--- src/rtl/wave_pwm_out.sv ---
// rtl/wave_pwm_out.sv - sample conditioning (gain/offset/clamp) and PWM carrier output stage
module wave_pwm_out #(
  parameter int PRESC_W = 16
) (
  input  logic               clk,
  input  logic               rst_n,
  input  logic               enable,
  input  logic [7:0]         sample_in,
  input  logic [7:0]         gain,
  input  logic [8:0]         offset,
  input  logic [PRESC_W-1:0] prescale,
  input  logic               sat_clr,
  output logic               pwm_out,
  output logic               period_start,
  output logic [7:0]         cur_level,
  output logic               sat_flag
);

  logic [15:0]        prod;
  logic [7:0]         level_next;
  logic               clamp_next;
  logic signed [10:0] sum;
  logic [7:0]         sum_level;
  logic               sum_clamp;
  logic [PRESC_W-1:0] presc_cnt;
  logic [7:0]         carrier;
  logic               tick;
  logic               boundary;
  logic [7:0]         carrier_d;
  logic [7:0]         level_d;

  // Gain/128 plus signed offset, clamped to the 8-bit level range
  always_comb begin
    sum       = $signed({2'b00, prod[15:7]}) + $signed({{2{offset[8]}}, offset});
    sum_level = sum[7:0];
    sum_clamp = 1'b0;
    if (sum < 11'sd0) begin
      sum_level = 8'd0;
      sum_clamp = 1'b1;
    end else if (sum > 11'sd255) begin
      sum_level = 8'd255;
      sum_clamp = 1'b1;
    end
  end

  // Two-stage conditioning pipeline, free-running regardless of enable
  always_ff @(posedge clk or negedge rst_n) begin
    if (!rst_n) begin
      prod       <= 16'd0;
      level_next <= 8'd0;
      clamp_next <= 1'b0;
    end else begin
      prod       <= {8'd0, sample_in} * {8'd0, gain};
      level_next <= sum_level;
      clamp_next <= sum_clamp;
    end
  end

  // Carrier tick / period boundary decode and the values loaded this edge
  always_comb begin
    tick     = (presc_cnt >= prescale);
    boundary = enable && tick && (carrier == 8'hFF);
    carrier_d = carrier;
    if (!enable) begin
      carrier_d = 8'hFF;
    end else if (tick) begin
      carrier_d = carrier + 8'd1;
    end
    level_d = boundary ? level_next : cur_level;
  end

  // Prescaler and carrier counter; parked at end-of-period while disabled
  always_ff @(posedge clk or negedge rst_n) begin
    if (!rst_n) begin
      presc_cnt <= '0;
      carrier   <= 8'hFF;
    end else begin
      carrier <= carrier_d;
      if (!enable || tick) begin
        presc_cnt <= '0;
      end else begin
        presc_cnt <= presc_cnt + {{(PRESC_W-1){1'b0}}, 1'b1};
      end
    end
  end

  // Level latch at boundaries and registered pin drive
  always_ff @(posedge clk or negedge rst_n) begin
    if (!rst_n) begin
      cur_level    <= 8'd0;
      period_start <= 1'b0;
      pwm_out      <= 1'b0;
    end else begin
      cur_level    <= level_d;
      period_start <= boundary;
      pwm_out      <= enable && (carrier_d < level_d);
    end
  end

  // Sticky saturation flag; a new clamp wins over a simultaneous clear
  always_ff @(posedge clk or negedge rst_n) begin
    if (!rst_n) begin
      sat_flag <= 1'b0;
    end else if (boundary && clamp_next) begin
      sat_flag <= 1'b1;
    end else if (sat_clr) begin
      sat_flag <= 1'b0;
    end
  end

endmodule

--- config.mk ---
export PLATFORM = sky130hd
export DESIGN_NAME = wave_pwm_out
export DESIGN_NICKNAME = d
export VERILOG_FILES = /design/src/rtl/wave_pwm_out.sv
export SDC_FILE = /design/constraint.sdc
export NUM_CORES = 1
export LEC_CHECK = 0
export CAP_MARGIN = 20
export CORE_MARGIN = 1
export CORE_UTILIZATION = 25
export CTS_CLUSTER_DIAMETER = 200
export CTS_CLUSTER_SIZE = 25
export DETAILED_ROUTE_END_ITERATION = 6
export DONT_BUFFER_PORTS = 1
export SKIP_LAST_GASP = 1
export SLEW_MARGIN = 20
export SYNTH_ARGS = -nofsm -noshare
export SYNTH_HDL_FRONTEND = slang
export SYNTH_SLANG_ARGS = --single-unit
--- constraint.sdc ---
create_clock -name clk -period 2.95 [get_ports clk]
set_input_delay 0.4425 -clock clk [delete_from_list [all_inputs] [get_ports clk]]
set_output_delay 0.4425 -clock clk [all_outputs]
set_load 0.05 [all_outputs]
==> results of run 1 <==
## cell usage in the layout, fill, tap and decap left out, types with 3 or more instances in the layout
| cell | synthesis | final |
|---|---|---|
| xnor2_1 | 14 | 14 |
| a21o_1 | 8 | 8 |
| buf_4 | 0 | 67 |
| and3_1 | 10 | 10 |
| nor2_2 | 0 | 3 |
| ha_1 | 68 | 62 |
| inv_2 | 0 | 4 |
| fa_1 | 36 | 34 |
| a21oi_1 | 26 | 22 |
| nand2b_1 | 4 | 4 |
| nand3_1 | 10 | 9 |
| dfstp_2 | 8 | 8 |
| nand4_1 | 13 | 13 |
| and2_1 | 54 | 52 |
| o21a_1 | 6 | 6 |
| dfrtp_1 | 45 | 45 |
| a21oi_2 | 1 | 5 |
| mux2i_1 | 8 | 8 |
| nand2_1 | 23 | 22 |
| xor2_1 | 18 | 18 |
| nor2b_1 | 3 | 3 |
| ha_4 | 0 | 5 |
| clkbuf_16 | 0 | 5 |
| inv_1 | 81 | 77 |
| o21ai_1 | 1 | 4 |
| nor2_1 | 38 | 35 |
| o21ai_0 | 12 | 8 |
## worst reg2reg max path, cell delays in order, from the launching register on
cell	delay, ns
dfrtp_1	0.40
ha_1	0.34
a21oi_1	0.13
a21oi_1	0.10
a2111oi_2	0.41
o21ai_1	0.20
buf_4	0.22
and3_1	0.19
o21ai_1	0.20
ha_1	0.29
a21o_1	0.16
a21oi_1	0.16
o21ai_1	0.08
nor3b_1	0.27
and3_1	0.22
a22o_1	0.13
## sequential cells by signal, indices dropped and copies added (netlist names)
signal and flops:
carrier 8, clamp_next 1, cur_level 8, level_next 8, period_start 1, presc_cnt 16
prod 9, pwm_out 1, sat_flag 1
## worst paths after layout
path | startpoint | slack [ns] | endpoint | cells past startpoint
worst max-delay path | sample_in[5] | -0.87 | prod[13] | 17
min in group clk | enable | 0.20 | carrier[0] | 1
worst min-delay path | rst_n | 0.004 | presc_cnt[3] | 1
worst min register to register | clamp_next | 0.46 | sat_flag | 2
max in group asynchronous | rst_n | 2.66 | carrier[1] | 1
worst max register to register | presc_cnt[7] | -0.61 | pwm_out | 15
## routing by layer
layer / global-route usage [%] / wire [um] / vias to the layer above
li1: - / - / 1826
met1: 13.4 / 4680 / 1659
met2: 17.8 / 4570 / 59
met3: 2.36 / 397 / 6
met4: 2.21 / 82 / 0
met5: 0 / 0 / -
## through the flow
stage | setup TNS [ns] | worst slack [ns] | utilization, % | cell area, sq um | hold slack [ns]
floorplan | -7.67 | -1.13 | - | 4960 | 0.147
global placement | -9.58 | -1.17 | 30.3 | 5740 | 0.148
detailed placement | -9.84 | -1.19 | 30.3 | 5740 | 0.148
CTS | -7.06 | -0.852 | 31.7 | 6010 | 0.0168
global route | -7.87 | -0.973 | 31.9 | 6050 | 0.0193
finish | -6.57 | -0.872 | 31.9 | 6050 | 0.00403
## what timing repair did
action                                  in CTS  in global routing
hold buffers                                 1                  0
setup buffers                                2                  3
resized for setup                           13                  7
pin swaps                                   23                  8
endpoints found under the setup margin      10                 10
hold endpoints to repair                    53                  0
## cell type report
class	count	area, sq um	share of cell area [%]
repair buffers	69	542	8.95
well taps	260	325	5.38
clock buffers	6	129	2.13
multi-input cells	375	3370	55.8
inverters	81	304	5.02
clock inverters	2	38.8	0.641
diodes	1	2.50	0.0413
flip-flops and latches	53	1340	22.1
## power by group through the flow
stage	Clock (mW)	Combinational (mW)	Sequential, mW
3_5_place_dp	0	1.57	0.943
6_report	0.663	1.69	0.925
4_1_cts	0.676	1.68	0.928
3_3_place_gp	0	1.55	0.939
2_1_floorplan	0	1.18	0.931
5_1_grt	0.717	1.96	0.937
## cells by family after synthesis
| group | Yosys count | share of synthesized area [%] |
|---|---|---|
| AND/OR/NAND/NOR | 165 | 17.8 |
| adder cells (fa/ha/maj) | 104 | 32.1 |
| buffers and inverters | 85 | 6.70 |
| AO/OA/AOI/OAI | 65 | 8.39 |
| flip-flops | 53 | 27.3 |
| XOR/XNOR | 32 | 5.73 |
| multiplexers | 9 | 1.94 |
==> flow_summary.ini, run 1 <==
[setup_path]
path_delay_family = adder cells
critPathCaptureType = flop
max_stage_delay_ns = 0.55
crit_top_cell = fa_1
critPathRequiredTime_ns = 3.17
critPathSlowestCell = fa_1
cp-start-kind = input port
cp.arrival_ns = 4.04
crit_type = in -> reg
cp_cell_sequence = and2_4, fa_1, inv_2, fa_1, inv_1, fa_1, inv_1, fa_1, inv_2, ha_4, a21oi_2, nor2b_1, a41o_1, o211a_1, o21a_1, nor2_1, xnor2_1
crit_buf_inv = 4
critPathMaxFanout = 8

[sta]
period_share_pct = 130
worst_pin_slew_ns = 0.661
maxSlewHeadroom_pct = 55.6
fmax_ghz = 0.262
clock_skew_ns = 0.00971
timing.final.crit_period_ns = 3.82
hold_viol = 0
rsz0062_at_grt = true
worst_slack_ns = -0.872
finalSetupViolCount = 10
maxSlewViolCount = 0

[power]
p_seq_share_pct = 28.2
power_mw = 3.27
power.switching_mw = 1.17
vdd_drop_max_v = 0.000289
p_clk_share_pct = 20.2
p_comb_share_pct = 51.5
p_sw_share_pct = 35.6
p_leak_nw = 3.02
power_density_mw_per_mm2 = 541
p_int_mw = 2.11

[clock_tree]
clk_path_buf_depth = 2
clk_latency_ns = 0.29
cts_root_buf = clkbuf_16
h-tree-depth = 2
clk_pin_slew_ns = 0.07
cts_tree = built
cts_sinks = 53
cts_inserted_buffers = 5

[route]
drc = 0
avgViaCountPerCell = 4.19
wl_per_cell_um = 11.5
wl_mm = 9.73
postRouteAntennaNets = 0
vias = 3550
first_iter_violations = 118
first_pass_iters = 4

[floorplanning]
core_area_sq_mm = 0.0190
initial_utilization_pct = 25.8
die_w_um = 142
dieHeight_um = 142
ioPinCount = 56
fp.dieArea_sq_mm = 0.0201
rows = 50

[yosys]
synth_flop_cell = dfrtp_1
syn_area_sq_mm = 0.00489
synth_area_leaders = dfrtp_1 23%, ha_1 17%, fa_1 15%, and2_1 6.9%, inv_1 6.2%
yosys.area.top_type_share_pct = 23.0
ys_ff_latch = 53
synth_most_common_cell = inv_1
synth_nets = 662
ys_seq_area_share_pct = 27.3
synth_area_per_cell_sq_um = 9.53
synth_top_area_cell = dfrtp_1
syn_inst = 513
netlist_top_cells_count = 81 x inv_1, 68 x ha_1, 54 x and2_1, 45 x dfrtp_1, 38 x nor2_1
yosysUniqueCellTypes = 43
synth_edf_count = 0
async_reset_ff_share_pct = 100
synth_warnings = 0

[grt]
grt_util_all_layers_pct = 10.4
grt_max_degree = 54
grt_overflow = 0
grt_pass1_wl_mm = 16.9
grt_pass1_vias = 3578
antenna_found_initial = 1

[min_path]
hold_path.class = in -> async

[final_layout]
nets = 734
num-fill-cells = 1962
area_growth_syn_to_layout_pct = 23.7
stdcell_count = 847
layout-drive-gt1-share_pct = 19.8

[place]
gp_congestion = 0.790
io_buffers = 0
dp_cells = 833
hpwlAfterDp_mm = 7.91

[job]
cap_violations = 0

[status]
status = finished, violations left
violations = setup timing
Power figures use the tool's default switching activity.
==> inputs of run 2 (changes only) <==
--- a/config.mk
+++ b/config.mk
@@ -5,7 +5,8 @@
 export SDC_FILE = /design/constraint.sdc
 export NUM_CORES = 1
 export LEC_CHECK = 0
-export CAP_MARGIN = 20
+export ABC_AREA = 1
+export CAP_MARGIN = 5
 export CORE_MARGIN = 1
 export CORE_UTILIZATION = 25
 export CTS_CLUSTER_DIAMETER = 200
==> run 2 against run 1 <==
The flow still finishes with violations (setup timing). Synthesized cell count rose by 32%. Worst hold slack better by 0.00063 ns. Via count rose by 13%. Clock power down 9.0%. Combinational power is 31% higher. Global-route usage shrank 0.42 points. Register-to-register slack better by 0.83 ns. Flip-flop and latch count did not move. Clock skew shrank 0.0049 ns. Clock-buffer cell count fell by 1. First-iteration DRC count is 15% higher. Largest cell class unchanged.
==> flow_summary.ini, run 2 <==
[status]
status = finished, violations left
violations = setup timing

[setup_path]
r2r_start = presc_cnt[7]
crit_type = in -> reg
cp-startpoint = sample_in[3]
cp-start-kind = input port
cp.arrival_ns = 3.66
critPathMaxFanout = 8
critPathRequiredTime_ns = 3.17
critPathCaptureType = flop

[yosys]
syn_area_sq_mm = 0.00527
synth_nets = 827
synth_area_leaders = dfrtp_1 21%, ha_1 16%, fa_1 14%, inv_1 13%, nand2_1 9.4%
synth_edf_count = 0
yosysUniqueCellTypes = 36
ys_ff_latch = 53
synth_most_common_cell = inv_1
syn_inst = 678
synth_warnings = 0
synth_area_per_cell_sq_um = 7.77
ys_seq_area_share_pct = 25.4
synth_flop_cell = dfrtp_1
yosys.area.top_type_share_pct = 21.4
netlist_top_cells_count = 180 x inv_1, 132 x nand2_1, 68 x ha_1, 45 x dfrtp_1, 39 x a21oi_1
synth_top_area_cell = dfrtp_1
async_reset_ff_share_pct = 100

[grt]
grt_max_degree = 54
grt_pass1_vias = 3936
antenna_found_initial = 0
grt_pass1_wl_mm = 17.9
grt_overflow = 0
grt_util_all_layers_pct = 10.0

[sta]
final.setup.tns_ns = -3.71
hold_viol = 0
period_share_pct = 116
rsz0062_at_grt = true
timing.final.crit_period_ns = 3.43
finalSetupViolCount = 9
fmax_ghz = 0.291
worst_pin_slew_ns = 0.514
clock_skew_ns = 0.00476
worst_slack_ns = -0.484
maxSlewViolCount = 0
maxSlewHeadroom_pct = 65.6

[job]
cap_violations = 0

[place]
hpwlAfterDp_mm = 8.77
gp_congestion = 0.829
post-place-ws_ns = -0.854
placed_area_sq_mm = 0.00582
io_buffers = 0
dp_cells = 956

[route]
vias = 3995
drc = 0
wl_per_cell_um = 10.7
first_pass_iters = 4
wl_mm = 10.4
avgViaCountPerCell = 4.09
first_iter_violations = 136
postRouteAntennaNets = 0

[final_layout]
nets = 854
largest_register_ffs = 16
layout-drive-gt1-share_pct = 14.7
final_cell_mix = 174 x inv_1, 127 x nand2_1, 63 x ha_1
stdcell_count = 976
seq_area_sq_mm = 0.00134
final_common_cell = inv_1
area_growth_syn_to_layout_pct = 17.3
multiInputGateArea_sq_mm = 0.00336
final_core_util_pct = 30.3
num-fill-cells = 2223
diodes = 0
top_regs = presc_cnt x16, prod x9
stdcell_area_sq_mm = 0.00618
top_register = presc_cnt

[clock_tree]
cts_root_buf = clkbuf_16
cts_inserted_buffers = 5
cts_sinks = 53
cts_tree = built
clk_pin_slew_ns = 0.07
clk_path_buf_depth = 2
clk_latency_ns = 0.29
h-tree-depth = 2

[floorplanning]
core_area_sq_mm = 0.0204
dieHeight_um = 147
die_w_um = 147
fp.dieArea_sq_mm = 0.0217
rows = 52
ioPinCount = 56
initial_utilization_pct = 25.8

[power]
vdd_drop_max_v = 0.000283
power_density_mw_per_mm2 = 610
p_leak_nw = 3.50

[min_path]
hold_path.class = in -> async
run 2: cell types whose count changed after synthesis, sizes merged, moves of 9 or more:
| cell | previous run | this run |
|---|---|---|
| nand2 | 23 | 135 |
| and2 | 54 | 1 |
| inv | 81 | 181 |
| o21ai | 13 | 29 |
| and3 | 10 | 1 |
| nand3 | 10 | 23 |
| clkbuf | 2 | 15 |
| a21oi | 27 | 39 |
| xnor2 | 14 | 4 |
run 2: what timing repair did:
action                                 4_1_cts  5_1_grt
pin swaps                                   16       17
hold buffers                                 1        0
endpoints found under the hold margin       53        0
gates resized for setup                     12       17
setup endpoints to repair                    9       10
buffers inserted                             2        9
run 2: per-layer routing:
metal / share of wire, % / GRT usage [%] / routed length, um
met1: 48 / 13.0 / 4990
met5: 0 / 0 / 0
met3: 4.3 / 1.99 / 447
met2: 47 / 17.1 / 4890
met4: 0.97 / 2.06 / 101
run 2: path summary, 6_finish.rpt:
kind | to | slack [ns] | depth (start not counted)
min in group clk | sat_flag | 0.25 | 1
setup / recovery | prod[14] | -0.48 | 15
setup reg to reg | pwm_out | 0.22 | 17
max in group asynchronous | carrier[2] | 2.67 | 1
hold reg to reg | presc_cnt[0] | 0.51 | 1
hold / removal | cur_level[1] | 0.005 | 1
run 2: layout make-up:
cell class              instances  share of cell area, %
clock buffers                   5                   2.02
clock inverters                 3                  0.425
inverters                     182                   11.1
multi-input cells             427                   54.4
flip-flops and latches         53                   21.6
well taps                     270                   5.47
repair buffers                 36                   5.06
run 2: power by group:
part | switching, mW | total (mW) | internal, mW
combinational | 1.14 | 2.22 | 1.08
sequential | 0.0738 | 0.943 | 0.869
clock | 0.282 | 0.603 | 0.321
total | 1.50 | 3.77 | 2.27
run 2: cells by family (layout without fill, tap and decap cells):
logic type / after synthesis / in the layout / share of synthesized area (%)
AND/OR/NAND/NOR: 222 / 222 / 18.9
AO/OA/AOI/OAI: 81 / 81 / 8.43
adder cells (fa/ha/maj): 104 / 104 / 29.8
flip-flops: 53 / 53 / 25.4
buffers and inverters: 198 / 226 / 14.1
XOR/XNOR: 20 / 20 / 3.33
run 2: metrics by stage:
step                      power, mW  hold WS (ns)
final                          3.77       0.00466
after global routing           4.14       0.00504
after CTS                      3.67       0.00542
after detailed placement       2.91         0.148
after global placement         2.89         0.149
after floorplan                2.38         0.147
run 2: worst max-delay path, stage by stage:
cell and delay [ns]:
nand2_1 0.05, inv_1 0.05, fa_1 0.56, fa_1 0.44
fa_1 0.52, inv_1 0.05, fa_1 0.49, inv_2 0.05
ha_4 0.29, nand2_1 0.07, o21ai_1 0.13, a21o_1 0.14
nand3_1 0.07, o21bai_1 0.16, xor2_1 0.15
==> inputs of run 3 (changes only) <==
--- a/config.mk
+++ b/config.mk
@@ -7,12 +7,15 @@
 export LEC_CHECK = 0
 export ABC_AREA = 1
 export CAP_MARGIN = 5
+export CELL_PAD_IN_SITES_DETAIL_PLACEMENT = 0
+export CELL_PAD_IN_SITES_GLOBAL_PLACEMENT = 1
 export CORE_MARGIN = 1
 export CORE_UTILIZATION = 25
 export CTS_CLUSTER_DIAMETER = 200
 export CTS_CLUSTER_SIZE = 25
 export DETAILED_ROUTE_END_ITERATION = 6
 export DONT_BUFFER_PORTS = 1
+export PLACE_DENSITY_LB_ADDON = 0.1
 export SKIP_LAST_GASP = 1
 export SLEW_MARGIN = 20
 export SYNTH_ARGS = -nofsm -noshare
==> run 3 against run 2 <==
The run still ends with setup timing left. Die area did not move. Sequential power barely moved. Maximum frequency fell by 1.8%. Clock skew rose by 0.0032 ns. Critical path type unchanged. Largest power group unchanged.
==> flow_summary.ini, run 3 (same netlist as run 2, synthesis figures left out) <==
[grt]
grt_pass1_vias = 4379
antenna_found_initial = 0
grt_pass1_wl_mm = 20.7
grt_util_all_layers_pct = 11.9
grt_max_degree = 54
grt_overflow = 0

[place]
io_buffers = 0
post-place-ws_ns = -0.882
gp_congestion = 0.836
hpwlAfterDp_mm = 10.0
dp_cells = 960

[power]
p_leak_nw = 3.49
p_clk_share_pct = 16.4
p_seq_share_pct = 25.2
p_int_mw = 2.23
power_mw = 3.73
power.switching_mw = 1.50
p_sw_share_pct = 40.2
p_comb_share_pct = 58.4
vdd_drop_max_v = 0.000201
power_density_mw_per_mm2 = 598

[clock_tree]
cts_tree = built
h-tree-depth = 2
clk_path_buf_depth = 2
cts_sinks = 53
cts_root_buf = clkbuf_16
clk_latency_ns = 0.30
clk_pin_slew_ns = 0.08
cts_inserted_buffers = 5

[job]
cap_violations = 0

[floorplanning]
fp.dieArea_sq_mm = 0.0217
initial_utilization_pct = 25.8
dieHeight_um = 147
ioPinCount = 56
die_w_um = 147
core_area_sq_mm = 0.0204
rows = 52

[sta]
worst_slack_ns = -0.547
timing.final.crit_period_ns = 3.50
maxSlewViolCount = 0
period_share_pct = 119
clock_skew_ns = 0.00799
rsz0062_at_grt = true
finalSetupViolCount = 9
holdWs_ns = 0.00251
maxSlewHeadroom_pct = 67.9
worst_pin_slew_ns = 0.481
hold_viol = 0
fmax_ghz = 0.286

[setup_path]
critPathMaxFanout = 8
cp.arrival_ns = 3.72
crit_type = in -> reg
r2r_start = presc_cnt[7]
r2r-end = pwm_out
cp-startpoint = gain[4]
reg2regPathDepth = 17
critPathRequiredTime_ns = 3.17
critPathCaptureType = flop
rrSetupSlack_ns = 0.22
cp-start-kind = input port

[status]
violations = setup timing
status = finished, violations left

[route]
postRouteAntennaNets = 0
drc = 0
vias = 4117
wl_per_cell_um = 12.3
first_pass_iters = 4
first_iter_violations = 114
avgViaCountPerCell = 4.21
wl_mm = 12.1

[final_layout]
nets = 855
final_common_cell = inv_1
area_growth_syn_to_layout_pct = 18.6
largest_register_ffs = 16
stdcell_count = 977
top_regs = presc_cnt x16, prod x9
final_cell_mix = 169 x inv_1, 123 x nand2_1, 61 x ha_1
diodes = 0
top_register = presc_cnt
layout-drive-gt1-share_pct = 17.1

[min_path]
hold_path.class = in -> async
[run 3: cell types whose count changed in the layout (fill, tap and decap cells not counted), sizes merged]
cell,change
clkinvlp,+2
inv,-1
[run 3: worst max-delay path by stage]
stage,endpoint,slack [ns],cells past startpoint
4_1_cts,prod[14],-0.51,17
6_report,prod[14],-0.55,17
3_3_place_gp,prod[14],-0.86,17
3_5_place_dp,prod[14],-0.88,17
5_1_grt,prod[14],-0.69,17
2_1_floorplan,prod[14],-0.85,18
[run 3: layer usage]
layer	wire, um	vias up	GRT usage [%]
met5	0	-	0
met2	6190	62	22.2
li1	-	2132	-
met1	5290	1910	14.0
met4	182	0	3.25
met3	398	13	1.74
[run 3: area by class of cell]
type                    count  area [sq um]
fillers                  2245         14200
multi-input cells         427          3430
flip-flops and latches     53          1340
inverters                 182           689
well taps                 270           338
repair buffers             36           294
clock buffers               5           125
clock inverters             3          26.3
repair inverters            1          5.00
[run 3: critical path: stages]
cell      delay (ns)
nand2_4         0.04
inv_2           0.03
fa_1            0.54
inv_2           0.04
fa_1            0.49
inv_2           0.04
fa_1            0.48
inv_2           0.04
fa_1            0.49
inv_2           0.05
ha_4            0.29
a21oi_4         0.06
o21ai_1         0.13
a21o_1          0.16
nand3_1         0.09
o21bai_1        0.15
xor2_1          0.15
[run 3: power by group through the flow]
| stage | sequential [mW] | combinational (mW) | clock [mW] |
|---|---|---|---|
| global placement | 0.957 | 2.04 | 0 |
| global route | 0.958 | 2.51 | 0.663 |
| detailed placement | 0.957 | 2.06 | 0 |
| CTS | 0.942 | 2.17 | 0.649 |
| finish | 0.940 | 2.18 | 0.612 |
| floorplan | 0.930 | 1.45 | 0 |
[run 3: metrics by stage]
| step | setup TNS [ns] | area [sq um] | util [%] |
|---|---|---|---|
| after CTS | -3.56 | 6090 | 29.8 |
| final | -3.66 | 6240 | 30.6 |
| after global placement | -6.27 | 5850 | 28.6 |
| after floorplan | -5.94 | 5430 | - |
| after detailed placement | -6.44 | 5850 | 28.6 |
| after global routing | -5.10 | 6240 | 30.6 |
[run 3: timing repair]
item / CTS / global route
resized for setup: 12 / 34
hold endpoints to repair: 53 / 0
endpoints found under the setup margin: 9 / 10
gates cloned: 0 / 1
pin swaps: 12 / 19
hold buffers: 1 / 0
buffers inserted: 2 / 5
